$ cat src/rtl/gcd7_seq.sv
// Request sequencer for the 7-bit GCD core: buffers operand pairs, drives the core
// for a fixed run window, then presents the result with its operands on a valid/ready port.
module gcd7_seq #(
    parameter int WIDTH      = 7,
    parameter int DEPTH      = 4,
    parameter int RUN_CYCLES = 20
) (
    input  logic             clk,
    input  logic             rst,
    input  logic             in_valid,
    output logic             in_ready,
    input  logic [WIDTH-1:0] in_a,
    input  logic [WIDTH-1:0] in_b,
    output logic             core_load,
    output logic [WIDTH-1:0] core_a,
    output logic [WIDTH-1:0] core_b,
    input  logic [WIDTH-1:0] core_c,
    output logic             out_valid,
    input  logic             out_ready,
    output logic [WIDTH-1:0] out_gcd,
    output logic [WIDTH-1:0] out_a,
    output logic [WIDTH-1:0] out_b,
    output logic             busy
);

    localparam int AW = $clog2(DEPTH);
    localparam int CW = $clog2(RUN_CYCLES) + 1;
    localparam logic [AW:0]   FIFO_FULL = (AW+1)'(DEPTH);
    localparam logic [CW-1:0] RUN_LAST  = CW'(RUN_CYCLES - 1);

    typedef enum logic [1:0] {IDLE, LOAD, RUN, DONE} state_t;

    state_t            state, state_nxt;
    logic [WIDTH-1:0]  mem_a [DEPTH];
    logic [WIDTH-1:0]  mem_b [DEPTH];
    logic [AW-1:0]     wr_ptr, rd_ptr;
    logic [AW:0]       fifo_cnt;
    logic [CW-1:0]     count;
    logic              push, pop, head_zero;
    logic [WIDTH-1:0]  head_a, head_b;

    always_comb begin
        in_ready  = (fifo_cnt != FIFO_FULL);
        busy      = (state != IDLE) || (fifo_cnt != '0);
        push      = in_valid && in_ready;
        pop       = (state == IDLE) && (fifo_cnt != '0);
        head_a    = mem_a[rd_ptr];
        head_b    = mem_b[rd_ptr];
        head_zero = (head_a == '0) || (head_b == '0);
    end

    // Storage is not reset: the pointers and count alone define what is valid.
    always_ff @(posedge clk) begin
        if (push) begin
            mem_a[wr_ptr] <= in_a;
            mem_b[wr_ptr] <= in_b;
        end
    end

    always_ff @(posedge clk or posedge rst) begin
        if (rst) begin
            wr_ptr   <= '0;
            rd_ptr   <= '0;
            fifo_cnt <= '0;
        end else begin
            if (push) wr_ptr <= wr_ptr + 1'b1;
            if (pop)  rd_ptr <= rd_ptr + 1'b1;
            case ({push, pop})
                2'b10:   fifo_cnt <= fifo_cnt + 1'b1;
                2'b01:   fifo_cnt <= fifo_cnt - 1'b1;
                default: fifo_cnt <= fifo_cnt;
            endcase
        end
    end

    always_ff @(posedge clk or posedge rst) begin
        if (rst) state <= IDLE;
        else     state <= state_nxt;
    end

    always_comb begin
        state_nxt = state;
        case (state)
            IDLE: if (fifo_cnt != '0) state_nxt = head_zero ? DONE : LOAD;
            LOAD: state_nxt = RUN;
            RUN:  if (count == '0) state_nxt = DONE;
            DONE: if (out_valid && out_ready) state_nxt = IDLE;
            default: state_nxt = IDLE;
        endcase
    end

    // out_valid rises the cycle after DONE is entered, which gives the 2-cycle zero path.
    always_ff @(posedge clk or posedge rst) begin
        if (rst) begin
            core_load <= 1'b0;
            core_a    <= '0;
            core_b    <= '0;
            out_valid <= 1'b0;
            out_gcd   <= '0;
            out_a     <= '0;
            out_b     <= '0;
            count     <= '0;
        end else begin
            case (state)
                IDLE: begin
                    if (pop) begin
                        out_a <= head_a;
                        out_b <= head_b;
                        if (head_zero) begin
                            out_gcd <= head_a | head_b;
                        end else begin
                            core_a    <= head_a;
                            core_b    <= head_b;
                            core_load <= 1'b1;
                        end
                    end
                end
                LOAD: begin
                    core_load <= 1'b0;
                    count     <= RUN_LAST;
                end
                RUN: begin
                    if (count == '0) out_gcd <= core_c;
                    else             count   <= count - 1'b1;
                end
                DONE: out_valid <= !(out_valid && out_ready);
                default: ;
            endcase
        end
    end

endmodule

$ cat config.mk
export PLATFORM = sky130hd
export DESIGN_NAME = gcd7_seq
export DESIGN_NICKNAME = d
export VERILOG_FILES = /design/src/rtl/gcd7_seq.sv
export SDC_FILE = /design/constraint.sdc
export NUM_CORES = 1
export LEC_CHECK = 0
export CELL_PAD_IN_SITES_DETAIL_PLACEMENT = 1
export CELL_PAD_IN_SITES_GLOBAL_PLACEMENT = 2
export CORE_ASPECT_RATIO = 1.25
export CORE_MARGIN = 3
export CORE_UTILIZATION = 38
export DETAILED_ROUTE_END_ITERATION = 7
export GPL_TIMING_DRIVEN = 0
export HOLD_SLACK_MARGIN = 0.15
export PLACE_DENSITY = 0.81
export SLEW_MARGIN = 10
export SYNTH_ARGS = -nofsm -noshare
export SYNTH_HDL_FRONTEND = slang
export SYNTH_SLANG_ARGS = --single-unit
$ cat constraint.sdc
create_clock -name clk -period 3.1 [get_ports clk]
set_input_delay 0.465 -clock clk [delete_from_list [all_inputs] [get_ports clk]]
set_output_delay 0.465 -clock clk [all_outputs]
set_load 0.05 [all_outputs]
# Word-level counts from Yosys, hierarchy flattened
# Memories as Yosys holds them, arrays and structs flattened.
# Index checks and enable logic that the tools add are counted.
# totals
ff_bits,52
ram_bits,56
in_bits,25
output_inout_bits,39
wordCells,73
n_memories,2
# mem_list
memory,depth,word_bits,rd,rd_ports_with_merged_regs,write_ports,line,source
mem_a,4,7,1,0,1,34,logic [WIDTH-1:0] mem_a [DEPTH];
mem_b,4,7,1,0,1,35,logic [WIDTH-1:0] mem_b [DEPTH];
# classes
add_sub_neg,5
eq_ne,13
n_mux,17
bitwise,2
n_reduce_logical,22
# ops
operator,count
2-to-1 mux 7 bit,3
logical NOT 7 bit,2
case mux 7 bit (2 select lines),1
!= test 2 bit (second input constant),6
case mux 6 bit (2 select lines),1
nonzero test 2 bit,5
AND reduction 3 bit,3
2-to-1 mux 2 bit,4
case mux 2 bit (4 select lines),1
OR 7 bit,1
== test 2 bit (second input constant),3
logical NOT 6 bit,1
2-to-1 mux 6 bit,1
case mux 3 bit (2 select lines),1
subtractor 6 x 1 -> 6 bit (second input constant),1
adder 2 x 1 -> 2 bit (second input constant),2
== test 2 x 1 -> 1 bit (second input constant),2
2-to-1 mux 1 bit,4
AND reduction 2 bit,2
AND reduction 4 bit,1
adder 3 x 1 -> 3 bit (second input constant),1
logical AND 1 bit,3
!= test 3 bit (second input constant),1
nonzero test 3 bit,1
other kinds (7),8

# Logic depth before layout (Yosys ltp)
# Gate-level depths: netlist (run 1).
# An unclocked memory read counts as a cell.
# depth
ltp_word,6
mapped_depth,12

# Worst setup path before layout (run 1)
# Ideal clock, no wire load.
# synth_path
path_type,register to register
startpoint,reg state[0]
endpoint,reg fifo_cnt[2]
arrival_ns,2.435
required_time_ns,3.021
path_slack_ns,0.585
stages_incl_launch_ff,13
synth_period_minus_slack_ns,2.515
path_cell_list,dfrtp_1 inv_1 ha_1 nand2b_1 clkbuf_1 clkinv_1 clkbuf_1 ha_1 inv_1 fa_1 xor2_1 nor2_1 xor2_1
# synth_via
elab_chain_cells,4
# synth_rtl
item,line,source
"start, declared",33,"state_t state, state_nxt;"
"start signal, assigned",78,else state <= state_nxt;
logical NOT 2 bit (*),46,pop = (state == IDLE) && (fifo_cnt != '0);
logical AND 1 bit (*),46,
named net pop,39,"logic push, pop, head_zero;"
== test 2 x 1 -> 1 bit / == test 2 bit (equally long branches),68,"case ({push, pop})"
case mux 3 bit (2 select lines) / nonzero test 2 bit (equally long branches),--,
"end signal, assigned",69,2'b10: fifo_cnt <= fifo_cnt + 1'b1;
"end signal, assigned",70,2'b01: fifo_cnt <= fifo_cnt - 1'b1;
"end signal, assigned",71,default: fifo_cnt <= fifo_cnt;
"end, declared",37,logic [AW:0] fifo_cnt;
# Mark *: on every way through the listed nets, which the timed path passes. The rest lies on a longest branch.
# A chain may end at the register's enable or synchronous reset.

# Worst setup path after layout (run 1)
# layout_path
startpoint,reg fifo_cnt[2]
endpoint,reg core_a[5]
# layout_via
elab_chain_cells,3
# layout_rtl
item,line,source
nonzero test 3 bit,46,
logical AND 1 bit,46,
AND reduction 3 bit (no line),--,
"end signal, assigned",96,core_a <= '0;
"end signal, assigned",112,core_a <= head_a;
"end, declared",15,"output logic [WIDTH-1:0] core_a,"
# No other way between the ends.

==> impl_results.md, run 1 <==
* Startpoint types: flop
* Netlist cell types at 39
* Post-Syn Area at around 0.0045 sq mm
* R2r startpoint: fifo_cnt[2]
* Cells after synthesis at about 300
* WP data arrival at a little under 3 ns
* Max_slew headroom at around 50%
* Pin count of the biggest net entering global routing at 37
* Pre-CTS setup slack at -0.0314 ns
* Clock Skews at 0.00661 ns
* DRC errors left at 0
* CTS HTree Levels at 3
* Max Slew Vio Count at 0
* Setup violators final at 0
* Area delta synth->final at 25.2%
* Vias per std cell at roughly 5.1
* Async set-or-reset flop fraction in the synthesized netlist at between 40% and 50%
* Die H at ~130 um
* Fraction of layout cells with a size suffix above 1 at 13.9%
* Primary FF master, synth: edfxtp_1
* Initial Utilization at about 40%
* Syn nets at approximately 340
* ANT cells at 0
* Post-synth top area share at between 30% and 40%
* Gr ovfl total at 0
* Yosys warning count at 0
* Crit path time final at 2.66 ns
* DR pass1 iterations at 4
* Antenna violations before repair at 0
* FF-to-FF setup slack at between 0.4 and 0.5 ns
* Clk sink count at between 100 and 150
* Dpl hpwl at a little under 7000 um
* Fin util at approximately half
* Status: finished, final reports clean
* IO buf count at 63
* CTS clock-pin slew for the worst setup and hold paths at roughly 0.070 ns
* Core ar. at ~0.011 sq mm
* Placer Congestion at 0.697
* Clock Tree Buf Depth at 2
* CTS tree: built
* Fin crit share at between 80% and 90%
* Area post-placement at between 0.005 and 0.006 sq mm
* Post-synth EDFFs at 56
* Leading cell types by total area after synthesis: edfxtp_1 38%, dfrtp_1 29%, mux4_2 7.0%
* Hold/Removal Path Class: in2async
* Hold WS at around 0.4 ns
* Lkg Pwr at between 2 and 2.5 nW
* Crit Path Max Fanout at 10
* Worst Slack Setup Final at 0.437 ns
* Max Freq at about 0.38 GHz
* Slew @ Worst Pin at 0.768 ns
* Synth Register Bits at 108
* Maximum VDD drop at roughly 0.0004 V
* CP Capture Type: flop
* First-pass GRT wire length at ~15000 um
* Via count at between 2k and 3k
* RSZ-0062 raised after global routing: false
* DRT antenna net count at 0
* Final Net Count at 421
* WS Path Type: reg2reg
* Initial drt markers at between 70 and 80
* Design Area, Final at approximately 0.0056 sq mm
* Worst r2r path cells at 8
* I/O pins at 64
* Vias in the first global route at between 2k and 3k
* Hold Fails Final Rpt at 0
* CTS Buf Count at 9
* Clk_lat worst skew at about 0.35 ns
* Post-cts hold buffer count at 0
* Worst setup startpoint: fifo_cnt[2]
* Critical R2R Capture: core_a[5]
* Total GRT Usage at between 10% and 20%
* Final WL at 9370 um
* Yosys top cell by area: edfxtp_1
* Row Count at 43
* Pwr Density at 1220 mW/mm^2
* WL/cell at between 15 and 20 um
* Req. time, crit path at about 3.3 ns
* Die span in x at around 100 um
* Max-cap violations at 0
* Root buffer cell: clkbuf_16
* Register area share after synthesis at between 60% and 70%
* Crit path to: core_a[5]
* Die area at ~0.013 sq mm
* Most common cell in the netlist: nand2_1
* Syn Area/Cell at between 10 and 15 sq um
* Post-synth top cells: 57 x nand2_1, 56 x edfxtp_1, 52 x dfrtp_1, 15 x nor2_1
-- worst min path at each step --
stage             start         end  slack, ns  cells past startpoint
5_1_grt             rst  out_gcd[1]       0.44                      2
3_5_place_dp   out_a[1]    out_a[1]       0.47                      2
4_1_cts             rst  out_gcd[1]       0.41                      2
2_1_floorplan  count[5]    count[5]       0.45                      1
6_report            rst  out_gcd[1]       0.41                      2
3_3_place_gp   out_a[1]    out_a[1]       0.47                      2
-- flip-flops by register name, indices dropped and copies added, names as in the netlist --
signal / count
core_b: 7
out_a: 7
count: 6
core_a: 7
fifo_cnt: 3
state: 2
rd_ptr: 2
core_load: 1
mem_b: 28
wr_ptr: 2
out_gcd: 7
out_valid: 1
mem_a: 28
out_b: 7
-- placed cells by master (no fill, tap or decap), drive strengths merged --
cell           instances
edfxtp                56
and2                   1
mux4                  14
o21ai                 12
mux2                  22
nand3                  4
mux2i                  1
o211ai                 1
xnor2                  7
or2                    1
or4                    1
ha                    11
a211oi                 1
dfrtp                 52
clkdlybuf4s50         63
a21o                   1
or3                    1
clkbuf                13
a22oi                  1
inv                   17
nor2                  15
nor3                   3
nand2b                 3
buf                    9
clkinv                 1
nor2b                  3
nor4                   4
xor2                   2
clkinvlp               2
a21oi                  3
and3                   4
nand2                 58
fa                     1
-- layout make-up --
type,instances,area (sq um)
clock buffer,9,225
timing repair buffer,68,681
sequential,108,2980
inverter,14,56.3
tap,135,169
clock inverter,6,56.3
buffer,8,50.0
multi-input combinational,175,1400
fill,1134,5680
-- report_power, final --
part | internal (mW) | switching, mW | total [mW]
clock | 0.559 | 0.545 | 1.10
sequential | 2.03 | 0.273 | 2.30
combinational | 1.33 | 2.11 | 3.44
-- routing by layer --
layer  GRT usage (%)  vias up  routed length (um)
li1                -     1238                   -
met1            19.8     1348                4020
met2            25.2       48                4790
met3            4.31       12                 393
met4            4.80        0                 160
met5               0        -                   0
-- critical path, cell delays in order (launching register included) --
cell,delay [ns]
dfrtp_1,0.41
nor3_1,0.36
nand2b_1,0.16
clkbuf_1,0.42
clkinvlp_4,0.29
buf_4,0.20
nand2_2,0.13
buf_4,0.22
mux2_1,0.35
-- kinds of logic (layout without fill, tap and decap cells) --
| family | count (synthesis) | count (layout) | synth area share, % |
|---|---|---|---|
| XOR/XNOR | 9 | 9 | 1.76 |
| multiplexers | 37 | 37 | 13.4 |
| buffers and inverters | 23 | 105 | 2.37 |
| AO/OA/AOI/OAI | 19 | 19 | 2.71 |
| AND/OR/NAND/NOR | 98 | 98 | 9.77 |
| adder cells (fa/ha/maj) | 12 | 12 | 3.52 |
| flip-flops | 108 | 108 | 66.5 |
-- through the flow --
step                instances  power, mW  TNS, ns
finish                    523       6.85        0
detailed placement        505       5.79  -0.0314
CTS                       519       6.90        0
global placement          504       5.68        0
global route              523       7.29        0
floorplan                 306       4.69        0
-- timing repair --
action,in CTS,in global routing
endpoints found under the setup margin,1,12
cloned,0,0
setup buffers,0,4
pin swaps,0,0
resized for setup,0,1
hold endpoints to repair,0,0
No activity file was read; power rests on OpenSTA's default activity.
==> inputs of run 2 (changes only) <==
--- a/config.mk
+++ b/config.mk
@@ -8,12 +8,11 @@
 export CELL_PAD_IN_SITES_DETAIL_PLACEMENT = 1
 export CELL_PAD_IN_SITES_GLOBAL_PLACEMENT = 2
 export CORE_ASPECT_RATIO = 1.25
-export CORE_MARGIN = 3
 export CORE_UTILIZATION = 38
 export DETAILED_ROUTE_END_ITERATION = 7
 export GPL_TIMING_DRIVEN = 0
 export HOLD_SLACK_MARGIN = 0.15
-export PLACE_DENSITY = 0.81
+export PLACE_DENSITY_LB_ADDON = 0.1
 export SLEW_MARGIN = 10
 export SYNTH_ARGS = -nofsm -noshare
 export SYNTH_HDL_FRONTEND = slang
==> run 2 against run 1 <==
Compared with the run above: critical path depth rose by 4; clock power barely moved; first-iteration DRC count rose by 78%; via count fell by 1.6%; largest power group unchanged; worst setup slack got worse by 0.14 ns; the flow now finishes with violations (design-rule violations); die area fell by 6.9%; final cell count rose by 0.19%; global-route usage rose by 1.4 points; sequential share of layout area rose by 0.14 points; register-to-register slack got worse by 0.14 ns.
==> impl_results.md, run 2 (synthesis gave the netlist of run 1 again) <==
* Via count at approximately 2.6k
* Core ar. at about 0.012 sq mm
* CP Capture Type: flop
* Gr ovfl total at 0
* Fin crit share at 90.5%
* Root buffer cell: clkbuf_16
* Crit path to: fifo_cnt[2]
* WP data arrival at between 3 and 4 ns
* DRT antenna net count at 0
* WL/cell at 17.8 um
* Non-Filler Instances at between 500 and 600
* Die span in x at about 100 um
* Maximum VDD drop at around 0.00048 V
* DRC errors left at 1
* Failing checks: design-rule violations
* Vias in the first global route at 2850
* Placer Congestion at roughly 0.71
* Crit path time final at around 2.8 ns
* Final Net Count at approximately 420
* Largest registers: mem_a (28), mem_b (28)
* CTS HTree Levels at 3
* Hold WS at 0.448 ns
* DR pass1 iterations at 6
* R2r startpoint: state[0]
* ANT cells at 0
* Post-CTS setup buffer count at 0
* Dpl hpwl at roughly 6700 um
* FF-to-FF setup slack at about 0.3 ns
* Hold Fails Final Rpt at 0
* Startpoint types: flop
* Most frequent cells in the layout: 63 x clkdlybuf4s50_1, 57 x nand2_1, 56 x edfxtp_1
* Tot Pwr at roughly 6.8 mW
* Pwr Density at ~1200 mW/mm^2
* Clock Skews at between 0.01 and 0.015 ns
* Placed Cells at between 500 and 600
* I/O pins at between 60 and 70
* Total GRT Usage at between 10% and 20%
* RSZ-0062 raised after global routing: false
* Pin count of the biggest net entering global routing at 34
* Row Count at 44
* Max_slew headroom at around 45%
* Max Freq at around 0.36 GHz
* Most common cell after layout, fill and taps aside: clkdlybuf4s50_1
* Status: finished with violations
* Initial drt markers at 130
* Area delta synth->final at 24.9%
* Max-cap violations at 0
* First-pass GRT wire length at between 15000 and 20000 um
* Antenna violations before repair at 0
* Max Slew Vio Count at 0
* Clk sink count at roughly 110
* Vias per std cell at 4.97
* WS Path Type: reg2reg
* Die area at 0.0122 sq mm
* Fin util at between 40% and 50%
* Crit Path Max Fanout at 10
* Initial Utilization at between 30% and 40%
* Filler Cell Count at about 1.2k
* CTS tree: built
* Setup violators final at 0
* Final WL at between 9000 and 10000 um
* Worst r2r path cells at 12
* Lkg Pwr at around 2.2 nW
* Hold/Removal Path Class: in2async
* Critical R2R Capture: fifo_cnt[2]
* Worst setup startpoint: state[0]
* Fraction of layout cells with a size suffix above 1 at 13.5%
* Clk_lat worst skew at about 0.35 ns
* CTS clock-pin slew for the worst setup and hold paths at around 0.080 ns
* IO buf count at 63
* Setup Total Neg Slack at 0 ns
* Die H at between 100 and 150 um
* Clock Tree Buf Depth at 2
* CTS Buf Count at 9
* Slew @ Worst Pin at just over 0.8 ns
* Req. time, crit path at roughly 3.4 ns
==> run 2: cell count changes in the layout (fill, tap and decap cells not counted) <==
cell / delta
buf_4: -4
clkbuf_2: +1
clkinv_4: +2
clkinvlp_4: -2
inv_2: +1
==> run 2: layout make-up <==
| cell class | count | area [sq um] | share of cell area [%] |
|---|---|---|---|
| Sequential cell | 108 | 2980 | 53.3 |
| Multi-Input combinational cell | 175 | 1400 | 24.9 |
| Timing Repair Buffer | 64 | 651 | 11.6 |
| Clock buffer | 9 | 225 | 4.02 |
| Tap cell | 138 | 173 | 3.08 |
| Clock inverter | 7 | 66.3 | 1.18 |
| Buffer | 9 | 55.1 | 0.983 |
| Inverter | 14 | 52.6 | 0.938 |
==> run 2: worst min path at each step <==
stage | depth (start not counted) | end | slack, ns
finish | 2 | out_gcd[1] | 0.45
global route | 2 | out_gcd[1] | 0.50
CTS | 2 | out_gcd[1] | 0.47
detailed placement | 2 | out_b[2] | 0.47
global placement | 2 | out_b[2] | 0.46
floorplan | 1 | count[5] | 0.45
==> run 2: critical path, cell delays in order, from the launching register on <==
cell and delay, ns:
dfrtp_1 0.42, inv_1 0.10, ha_1 0.33, nand2b_1 0.09
clkbuf_1 0.22, inv_2 0.19, clkbuf_2 0.29, ha_1 0.23
inv_1 0.06, fa_1 0.37, xor2_1 0.16, nor2_1 0.12
xor2_1 0.15
==> run 2: routing by layer <==
layer  global-route usage [%]  part of all wire [%]  vias up  routed length [um]
met5                        0                     0        -                   0
met1                     21.4                    45     1324                4240
li1                         -                     -     1228                   -
met3                     2.43                   2.4        9                 225
met2                     29.0                    50       43                4720
met4                     6.89                   1.7        0                 161
==> run 2: power breakdown <==
part	leakage (nW)	switching, mW	internal [mW]
clock network	0.144	0.563	0.567
logic	0.942	2.10	1.30
registers	1.13	0.262	2.03
total	2.21	2.93	3.89
==> run 2: metrics by stage <==
stage / cell area [sq um] / setup WS [ns]
detailed placement: 5310 / 0.0405
global route: 5600 / 0.0288
finish: 5600 / 0.293
global placement: 5290 / 0.0974
CTS: 5600 / 0.0164
floorplan: 4480 / 0.585
==> run 2: repair_timing <==
| action | 4_1_cts | 5_1_grt |
|---|---|---|
| setup endpoints to repair | 0 | 2 |
| gates resized for setup | 0 | 3 |
| hold endpoints to repair | 0 | 0 |
| hold buffers | 0 | 0 |
==> inputs of run 3 (changes only) <==
--- a/config.mk
+++ b/config.mk
@@ -5,10 +5,11 @@
 export SDC_FILE = /design/constraint.sdc
 export NUM_CORES = 1
 export LEC_CHECK = 0
+export ABC_AREA = 1
 export CELL_PAD_IN_SITES_DETAIL_PLACEMENT = 1
 export CELL_PAD_IN_SITES_GLOBAL_PLACEMENT = 2
 export CORE_ASPECT_RATIO = 1.25
-export CORE_UTILIZATION = 38
+export CORE_UTILIZATION = 35
 export DETAILED_ROUTE_END_ITERATION = 7
 export GPL_TIMING_DRIVEN = 0
 export HOLD_SLACK_MARGIN = 0.15
==> run 3 against run 2 <==
Compared with the run above: the flow now finishes without violations; core utilization is 2.9 points lower; area after synthesis increased by 2.5%; first-iteration DRC count fell by 33%; via count is 26% higher; sequential share of layout area decreased by 1.7 points; register-to-register slack improved by 0.52 ns; worst setup slack better by 0.095 ns; wire length grew 19%; global-route usage increased by 0.93 points.
==> impl_results.md, run 3 <==
* Total GRT Usage at 17.8%
* Syn Area/Cell at 10.4 sq um
* Startpoint types: flop
* Primary FF master, synth: edfxtp_1
* Setup violators final at 0
* DRT antenna net count at 0
* Max_slew headroom at between 40% and 50%
* Mux cell area share after synthesis at 0%
* Clk sink count at roughly 110
* Max Slew Vio Count at 0
* Multi-input logic area at between 0.001 and 0.0015 sq mm
* Yosys top cell by area: edfxtp_1
* Area post-placement at between 0.005 and 0.006 sq mm
* Slowest CP cell: clkdlybuf4s50_1
* RSZ-0062 raised after global routing: false
* IO buf count at 63
* Via count at between 3k and 4k
* Setup Total Neg Slack at 0 ns
* Largest stage delay, worst path at a little over 0.8 ns
* Max-cap violations at 0
* Syn nets at 480
* CTS Buf Count at 9
* CTS clock-pin slew for the worst setup and hold paths at 0.08 ns
* Post-synth EDFFs at 56
* WS Path Type: reg2out
* Die H at around 130 um
* CTS tree: built
* Yosys warning count at 0
* Design Area, Final at 0.00579 sq mm
* Sequential Area at a little under 0.003 sq mm
* Synth Register Bits at about 110
* Cts repair resizes at 0
* Initial drt markers at 87
* Slew @ Worst Pin at 0.860 ns
* Xor-xnor portion of the synthesized cell area at around 1.1%
* Pin count of the biggest net entering global routing at 38
* Initial Utilization at a little over a third
* Post-synthesis simple-gate area fraction at between 10% and 20%
* Dpl hpwl at about 8300 um
* Most frequent cells in the layout: 147 x nand2_1, 63 x clkdlybuf4s50_1, 56 x edfxtp_1
* Compound-Gate Fraction of Synth Area at slightly below 6%
* Root buffer cell: clkbuf_16
* Area delta synth->final at 25.9%
* Most common cell in the netlist: nand2_1
* Status: finished, final reports clean
* Antenna violations before repair at 0
* Final Net Count at between 500 and 600
* CP Capture Type: output port
* Cells along the critical path: inv_1, ha_1, inv_1, nor2_1, inv_1, clkdlybuf4s50_1
* Vias per std cell at 4.73
* ANT cells at 0
* Max Freq at approximately 0.37 GHz
* CTS HTree Levels at 3
* Placer Congestion at 0.698
* Final WL at around 11000 um
* Die area at 0.0136 sq mm
* Fin crit share at between 80% and 90%
* Die span in x at around 100 um
* Req. time, crit path at roughly 2.6 ns
* Row Count at 46
* Crit path time final at between 2 and 3 ns
* Gr ovfl total at 0
* Cells after synthesis at between 400 and 500
* Post-CTS setup buffer count at 0
* Hold Fails Final Rpt at 0
* Hold/Removal Path Class: in2async
* Vias in the first global route at around 3.5k
* Register area share after synthesis at 64.9%
* Largest registers: mem_a (28), mem_b (28)
* Most common cell after layout, fill and taps aside: nand2_1
* CP dominant cell by count: inv_1
* WL/cell at between 15 and 20 um
* Async set-or-reset flop fraction in the synthesized netlist at between 40% and 50%
* Largest family of logic cells by synthesized area: simple AND/OR/NAND/NOR gates
* Filler Cell Count at 1427
* I/O pins at 64
* Post-Syn Area at between 0.004 and 0.005 sq mm
* Crit Path Max Fanout at 6
* Clock Tree Buf Depth at 2
* DRC errors left at 0
* Fraction of layout cells with a size suffix above 1 at under 10%
* Synth Area in Adders at 3.43%
* Core ar. at between 0.01 and 0.015 sq mm
* Crit path buf inv count at 4
* Leading cell types by total area after synthesis: edfxtp_1 37%, dfrtp_1 28%, nand2_1 12%
* Netlist cell types at 26
* Post-synth top cells: 147 x nand2_1, 56 x edfxtp_1, 52 x dfrtp_1, 43 x nand3_1, 31 x o21ai_0
* Post-synth top area share at 36.6%
* Clk_lat worst skew at about 0.36 ns
* DR pass1 iterations at 4
* Post-cts hold buffer count at 0
* WP data arrival at approximately 2.3 ns
* First-pass GRT wire length at roughly 18000 um
* FF-to-FF setup slack at about 0.8 ns
* Crit path max-delay family: buffers and inverters
* Clock Skews at 0.0126 ns
## run 3: layer usage
layer	vias up	global-route usage (%)	part of all wire, %
met2	49	32.5	53
li1	1615	-	-
met4	0	7.82	1.9
met1	1603	21.1	43
met5	-	0	0
met3	15	2.15	2.1
## run 3: cell families (layout without fill, tap and decap cells)
| group | count (synthesis) | after routing |
|---|---|---|
| simple gates | 220 | 220 |
| xor+xnor | 6 | 6 |
| flops | 108 | 108 |
| buf+inv | 47 | 130 |
| fa+ha+maj | 12 | 12 |
| compound gates | 50 | 50 |
## run 3: cell type report
class | count | area share [%]
Sequential cell | 108 | 51.5
Multi-Input combinational cell | 288 | 24.1
Timing Repair Buffer | 67 | 11.8
Clock buffer | 9 | 3.89
Tap cell | 168 | 3.63
Buffer | 17 | 1.99
Inverter | 30 | 1.95
Clock inverter | 7 | 1.06
## run 3: through the flow
step,worst slack [ns],hold slack [ns],cells,utilization (%)
CTS,0.363,0.429,694,45.5
finish,0.389,0.413,694,45.5
global route,0.272,0.467,694,45.5
global placement,0.282,0.453,674,42.7
floorplan,0.716,0.437,443,-
detailed placement,0.743,0.458,678,43.2
## run 3: path summary, 6_finish.rpt
path	depth (start not counted)	start	endpoint
max	6	state[0]	busy
min	2	rst	out_gcd[6]
max reg2reg	10	state[0]	fifo_cnt[2]
min reg2reg	1	fifo_cnt[0]	fifo_cnt[0]
max in group asynchronous	3	rst	out_gcd[3]
min in group clk	1	fifo_cnt[0]	fifo_cnt[0]
Power of run 3 is left out: the tool's default activity adds up to more than one toggle a clock period on the data nets, which glitch-free logic cannot reach.
